**src/rtl/tour_distance_calc.sv**
```systemverilog
// Tour-length evaluator: walks adjacent node pairs of a latched tour, looks up
// each edge in an external registered distance ROM and sums with saturation.
//
// state | meaning
// IDLE  | waiting for start
// RUN   | issuing one pair address per cycle, index 0..P-1
// DRAIN | accumulating the ROM word of the last issued pair
// DONE  | one-cycle result strobe; start here begins the next tour
module tour_distance_calc #(
    parameter int NUM_NODES   = 8,
    parameter int NODE_W      = 5,
    parameter int DIST_W      = 9,
    parameter int SUM_W       = 12,
    parameter int CLOSED_LOOP = 0
) (
    input  logic                          clk,
    input  logic                          rst_n,
    input  logic                          start,
    input  logic [NUM_NODES*NODE_W-1:0]   tour,
    output logic [2*NODE_W-1:0]           rom_addr,
    input  logic [DIST_W-1:0]             rom_dout,
    output logic                          busy,
    output logic                          done,
    output logic [SUM_W-1:0]              distance,
    output logic                          overflow
);

    localparam int PAIRS = NUM_NODES - 1 + CLOSED_LOOP;
    localparam int IDX_W = (NUM_NODES > 2) ? $clog2(NUM_NODES) : 1;
    localparam logic [IDX_W-1:0] LAST_IDX = IDX_W'(PAIRS - 1);
    localparam logic [IDX_W-1:0] WRAP_IDX = IDX_W'(NUM_NODES - 1);

    typedef enum logic [1:0] {IDLE, RUN, DRAIN, DONE} state_t;

    state_t                        state, state_nxt;
    logic [NUM_NODES*NODE_W-1:0]   tour_q;
    logic [IDX_W-1:0]              idx;
    logic [IDX_W-1:0]              idx_b;
    logic                          vld;
    logic [SUM_W-1:0]              acc;
    logic                          ovf;
    logic                          accept;
    logic [NODE_W-1:0]             nodes [NUM_NODES];
    logic [NODE_W-1:0]             node_a;
    logic [NODE_W-1:0]             node_b;
    logic [SUM_W:0]                sum_ext;

    for (genvar i = 0; i < NUM_NODES; i++) begin : g_unpack
        assign nodes[i] = tour_q[i*NODE_W +: NODE_W];
    end

    // The second node of a pair wraps to node 0 only for the closing edge.
    assign idx_b  = (idx == WRAP_IDX) ? '0 : idx + IDX_W'(1);
    assign node_a = nodes[idx];
    assign node_b = nodes[idx_b];

    always_comb begin
        rom_addr = {node_a, node_b};
        if (node_b < node_a) begin
            rom_addr = {node_b, node_a};
        end
    end

    assign accept  = start && ((state == IDLE) || (state == DONE));
    assign sum_ext = {1'b0, acc} + (SUM_W+1)'(rom_dout);

    always_comb begin
        state_nxt = state;
        case (state)
            IDLE:    if (start) state_nxt = RUN;
            RUN:     if (idx == LAST_IDX) state_nxt = DRAIN;
            DRAIN:   state_nxt = DONE;
            DONE:    state_nxt = start ? RUN : IDLE;
            default: state_nxt = IDLE;
        endcase
    end

    always_ff @(posedge clk or negedge rst_n) begin
        if (!rst_n) begin
            state <= IDLE;
        end else begin
            state <= state_nxt;
        end
    end

    always_ff @(posedge clk or negedge rst_n) begin
        if (!rst_n) begin
            tour_q <= '0;
            idx    <= '0;
            vld    <= 1'b0;
            acc    <= '0;
            ovf    <= 1'b0;
        end else begin
            // ROM data lags its address by one cycle, so vld trails issue.
            vld <= (state == RUN);
            if (accept) begin
                tour_q <= tour;
                idx    <= '0;
                acc    <= '0;
                ovf    <= 1'b0;
            end else begin
                if ((state == RUN) && (idx != LAST_IDX)) begin
                    idx <= idx + IDX_W'(1);
                end
                if (vld) begin
                    if (sum_ext[SUM_W]) begin
                        acc <= '1;
                        ovf <= 1'b1;
                    end else begin
                        acc <= sum_ext[SUM_W-1:0];
                    end
                end
            end
        end
    end

    assign busy     = (state == RUN) || (state == DRAIN);
    assign done     = (state == DONE);
    assign distance = acc;
    assign overflow = ovf;

endmodule

```
**config.mk**
```make
export PLATFORM = sky130hd
export DESIGN_NAME = tour_distance_calc
export DESIGN_NICKNAME = d
export VERILOG_FILES = /design/src/rtl/tour_distance_calc.sv
export SDC_FILE = /design/constraint.sdc
export NUM_CORES = 1
export LEC_CHECK = 0
export ABC_CLOCK_PERIOD_IN_PS = 10500
export BUFFER_PORTS_ARGS = -buffer_cell sky130_fd_sc_hd__buf_2
export CORE_MARGIN = 5
export CORE_UTILIZATION = 47
export DETAILED_ROUTE_END_ITERATION = 10
export PLACE_DENSITY = 0.71
export REMOVE_ABC_BUFFERS = 1
export SETUP_SLACK_MARGIN = 0.15
export SLEW_MARGIN = 20
export SYNTH_ARGS = -nofsm -noshare
export SYNTH_HDL_FRONTEND = slang
export SYNTH_SLANG_ARGS = --single-unit
```
**constraint.sdc**
```tcl
create_clock -name clk -period 10.5 [get_ports clk]
set_input_delay 2.1 -clock clk [delete_from_list [all_inputs] [get_ports clk]]
set_output_delay 2.1 -clock clk [all_outputs]
set_load 0.005 [all_outputs]
```
## Yosys cells after proc, flatten, opt, wreduce, memory -nomap -nowiden

Index checks and enable logic that the tools add are counted.

| storage, ports and cells | value |
|---|---|
| input bits | 52 |
| flip-flop bits (word level) | 59 |

| cells by class | value |
|---|---|
| reductions and logical operators | 10 |
| eq/ne operators | 8 |
| add/sub/neg operators | 2 |
| muxes and demuxes | 20 |
| bitwise gates (word level) | 2 |
| magnitude comparators | 3 |

Operators with widths:

| kind | count |
|---|---|
| $mux 12 | 3 |
| $bmux 5 s3 | 2 |
| $mux 5 | 4 |
| $add 12x9->13 | 1 |
| $mux 10 | 1 |
| $mux 3 | 3 |
| $ge 4x4->1 const B | 2 |
| $not 3->4 | 2 |
| $pmux 2 s4 | 1 |
| $eq 3x3->1 const B | 2 |
| $reduce_bool 2->1 | 3 |
| $lt 5x5->1 | 1 |
| $eq 2x2->1 const B | 2 |
| $mux 1 | 4 |
| $mux 2 | 2 |
| $ne 2x2->1 const B | 2 |
| $reduce_and 2->1 | 2 |
| $add 3x1->3 const B | 1 |
| $ne 3x3->1 const B | 1 |
| $eq 2x1->1 const B | 1 |
| $logic_and 1x1->1 | 2 |
| $logic_not 2->1 | 1 |
| $logic_or 1x1->1 | 2 |

## Depth between registers and ports, before layout

| logic depth | value |
|---|---|
| depth after elaboration | 8 |
| mapped depth | 14 |
| mapped depth without buffers | 13 |

## Worst setup path before layout

No wires, ideal clock.

| timing path | value |
|---|---|
| path kind | reg2out |
| start point | register idx[1] |
| end point | output port rom_addr[1] |
| cell stages (with the launch flop) | 14 |
| buffers on the path | 2 |
| data required time | 8.400 ns |
| arrival | 3.218 ns |
| slack | 5.182 ns |
| cell sequence | dfrtp_1 > ha_1 > ha_1 > clkbuf_1 > clkbuf_1 > mux4_2 > mux2i_1 > inv_1 > ha_1 > a21oi_1 > o21ai_2 > a41oi_1 > a21oi_4 > mux2i_1 |

| on the way | value |
|---|---|
| longest elaborated chain between the ends | 8 |

RTL lines:

| what | RTL line | text |
|---|---|---|
| start: declaration | 37 | `logic [IDX_W-1:0] idx;` |
| start signal: assignment | 103 | `idx <= idx + IDX_W'(1);` |
| $add 3x1->3 / $eq 3x3->1 (equally long branches) | 53 | `assign idx_b = (idx == WRAP_IDX) ? '0 : idx + IDX_W'(1);` |
| $mux 3 | 53 |  |
| $not 3->4 (implied by the code) | 55 | `assign node_b = nodes[idx_b];` |
| $bmux 5 s3 | 55 |  |
| $mux 5 (implied by the code) (2 in a row) | 55 |  |
| $lt 5x5->1 | 59 | `if (node_b < node_a) begin` |
| $mux 10 (*) | 59 |  |
| end: declaration | 20 | `output logic [2*NODE_W-1:0] rom_addr,` |

Mark *: on every way between the ends. The rest lies on a longest branch, timed or not. The select of a mux whose other input is x is not followed.

## Worst setup path after layout

| timing path | value |
|---|---|
| start point | register idx[0] |
| end point | output port rom_addr[9] |

Same word-level chain as after synthesis.

==> flow_summary_export.csv <==
group,metric,value,unit
outcome,outcome,"completed",
final_layout,area_delta_synth_final,18.27,%
detailed_routing,vias_per_cell,5.389,
yosys,ys.flop_type,"dfrtp_1",
grt,grt_pass1_wl,14.49,mm
detailed_routing,via_count,3034,
timing,post-route-period-util,0.6090,
power,p_leak,0.002214,uW
placed_design,port_buffers,76,
yosys,avgSynthCellArea,9.371,um2
placed_design,gp_congestion,0.8673,
worst_setup_path,worstSetupPathType,"reg2out",
clock_tree,cts_tree,"built",
detailed_routing,postRouteAntennaNets,0,
yosys,synth_seq_area_share,0.4061,
min_path,min_path_type,"reg2reg",
yosys,netlist_area,0.003636,mm2
clock_tree,clockBufferDepth,2,
timing,setup_viol,0,
yosys,yosysWarnings,0,
floorplanning,io-pin-count,77,
clock_tree,cts_hold_buffers,0,
power,power,1771,uW
floorplanning,rows,32,
grt,grt_util_met3,0.06786,
worst_setup_path,start_kind,"flip-flop",
yosys,async_flop_share,1.000,
yosys,synth.area.top_cells,"dfrtp_1 (41%), nand2_1 (13%), ha_1 (6.9%), mux4_1 (6.5%), mux2i_1 (4.1%)",
clock_tree,cts_resized,0,
detailed_routing,firstDrtPassIters,4,
detailed_routing,first_iter_violations,121,
worst_setup_path,path_max_fanout,17,
final_layout,diodes,0,
worst_setup_path,worstSetupEndpointType,"primary output",
timing,tightest_slew,0.9992,ns
grt,grt_busiest_layer,"met2",
floorplanning,start_util,0.4755,
final_layout,final_nets,529,
final_layout,multiInputGateArea,0.002022,mm2
detailed_routing,drt_wl_total,8.552,mm
final_layout,drive_gt1_frac,0.2299,
yosys,synth_top_area_frac,0.4061,
timing,rsz0062_at_grt,"no",
grt,grt.total_usage,0.1860,
detailed_routing,drc,0,
yosys,synth.largest_area_cell,"dfrtp_1",
floorplanning,fp.dieH,97.96,um
grt,grt_pass1_vias,3135,
timing,worst_slew_margin_rel,0.3325,
power,ir_drop,0.1436,mV
yosys,syn-instance-count,388,
clock_tree,root_buffer,"clkbuf_8",
yosys,ys_ff_latch,59,
yosys,synth_cell_types,48,
final_layout,final_cell_count_no_fill,563,
grt,grt_max_degree,60,
placed_design,dp_cells,547,
floorplanning,die_area,0.009595,mm2
floorplanning,core-area,0.007647,mm2
flow_run,cap_violations,0,
grt,met1_usage,0.2346,
clock_tree,cts_buffers,9,
timing,maxSlewViolCount,0,
timing,setup_tns,0,ns
grt,antenna_found_initial,0,
floorplanning,die_width,97.96,um
grt,met2_usage,0.3005,
final_layout,finalInstanceArea,0.004300,mm2
clock_tree,clkTransAtPathRegs,0.06,ns
clock_tree,post-cts-setup-buffers,0,
final_layout,seq_area,0.001476,mm2
clock_tree,htreeDepth,3,
grt,gr-total-overflow,0,
timing,hold_viol,0,
placed_design,hpwl,6.011,mm
worst_setup_path,cp.required,8.40,ns
timing,final.setup_skew,0.006551,ns
yosys,synth_edf_count,0,
worst_setup_path,arrival,4.29,ns
final_layout,fill_cells,720,
timing,timing.hold.ws,0.4912,ns
clock_tree,clk_latency,0.34,ns
timing,max_freq,156.4,MHz
detailed_routing,wire_per_inst,15.19,um
placed_design,dpl_cell_area,0.004074,mm2
power,power.density,411.8,mW/mm2
timing,fin_crit,6.394,ns
clock_tree,cts.sinks,59,
[synth_stat cells, drive strengths merged (4+ instances only)]
cell type / number
nor2: 9
o221ai: 5
mux2i: 16
buf: 6
dfrtp: 59
ha: 20
mux4: 14
a211oi: 5
o21ai: 19
inv: 14
xor2: 5
nand2: 129
a21oi: 27
a21o: 4
clkbuf: 15
[per-stage QoR]
step,util,setup WS [ns]
floorplan,-,5.043
global placement,0.5327,4.675
detailed placement,0.5327,4.485
CTS,0.5623,4.058
global route,0.5623,3.764
finish,0.5623,4.106
[worst max-delay path, stage by stage, from the launching register on]
cell     delay, ns
dfrtp_1       0.76
ha_1          0.25
ha_1          0.24
or2_1         0.35
mux4_2        0.54
mux2i_1       0.25
inv_1         0.09
ha_1          0.34
nand2_1       0.08
o21ai_2       0.20
a41oi_1       0.14
a21oi_4       0.35
mux2i_1       0.23
buf_2         0.13
[layout make-up]
type / instances / area share
Multi-Input combinational cell: 294 / 0.4702
Sequential cell: 59 / 0.3433
Timing Repair Buffer: 78 / 0.09194
Clock buffer: 11 / 0.03521
Tap cell: 102 / 0.02968
Clock inverter: 5 / 0.01746
Inverter: 14 / 0.01222
[kinds of logic (layout without fill, tap and decap cells)]
group | count (synthesis) | in the layout | synth area share
AOI/OAI and AO/OA | 77 | 77 | 0.1352
xor gates and xnor gates | 8 | 8 | 0.01927
adders and majority gates | 21 | 21 | 0.07433
buffers and inverters | 35 | 108 | 0.03991
DFF | 59 | 59 | 0.4061
muxes | 32 | 32 | 0.1497
and+or+nand+nor | 156 | 156 | 0.1755
[power by group]
group	internal [uW]	total, uW	switching (uW)
clock	145	234	89.0
combinational	505	1080	580
sequential	336	452	116
total	986	1770	785
[metal layers]
metal | vias to the layer above | part of all wire
met4 | 0 | 0.014
met3 | 13 | 0.067
met2 | 100 | 0.48
li1 | 1486 | -
met1 | 1435 | 0.44
met5 | - | 0
[cell usage in the layout, fill, tap and decap left out, types with 5 or more instances in the layout]
cell type,count
a211oi_1,5
inv_1,13
ha_1,20
buf_2,76
o21ai_0,17
a21oi_1,26
mux2i_1,15
xor2_1,5
nor2_1,8
clkbuf_8,11
mux4_2,5
mux4_1,9
dfrtp_1,59
nand2_1,129
o221ai_1,5
[registers in the layout, indices dropped and copies added, names as in the netlist]
register,flops
distance,12
idx,3
overflow,1
state,2
tour_q,40
vld,1
[worst paths after layout]
kind / start / endpoint / slack [ns] / depth (start not counted)
min: tour_q[26]$_DFFE_PN0P_ / tour_q[26]$_DFFE_PN0P_ / 0.49 / 2
min in group asynchronous: rst_n / tour_q[14]$_DFFE_PN0P_ / 1.91 / 2
max: idx[0]$_DFFE_PN0P_ / rom_addr[9] / 4.11 / 13
max reg2reg: distance[0]$_DFFE_PN0P_ / distance[3]$_DFFE_PN0P_ / 7.84 / 7
min reg2reg: tour_q[26]$_DFFE_PN0P_ / tour_q[26]$_DFFE_PN0P_ / 0.49 / 2
max in group asynchronous: rst_n / tour_q[26]$_DFFE_PN0P_ / 8.09 / 2
Power figures use the tool's default switching activity.
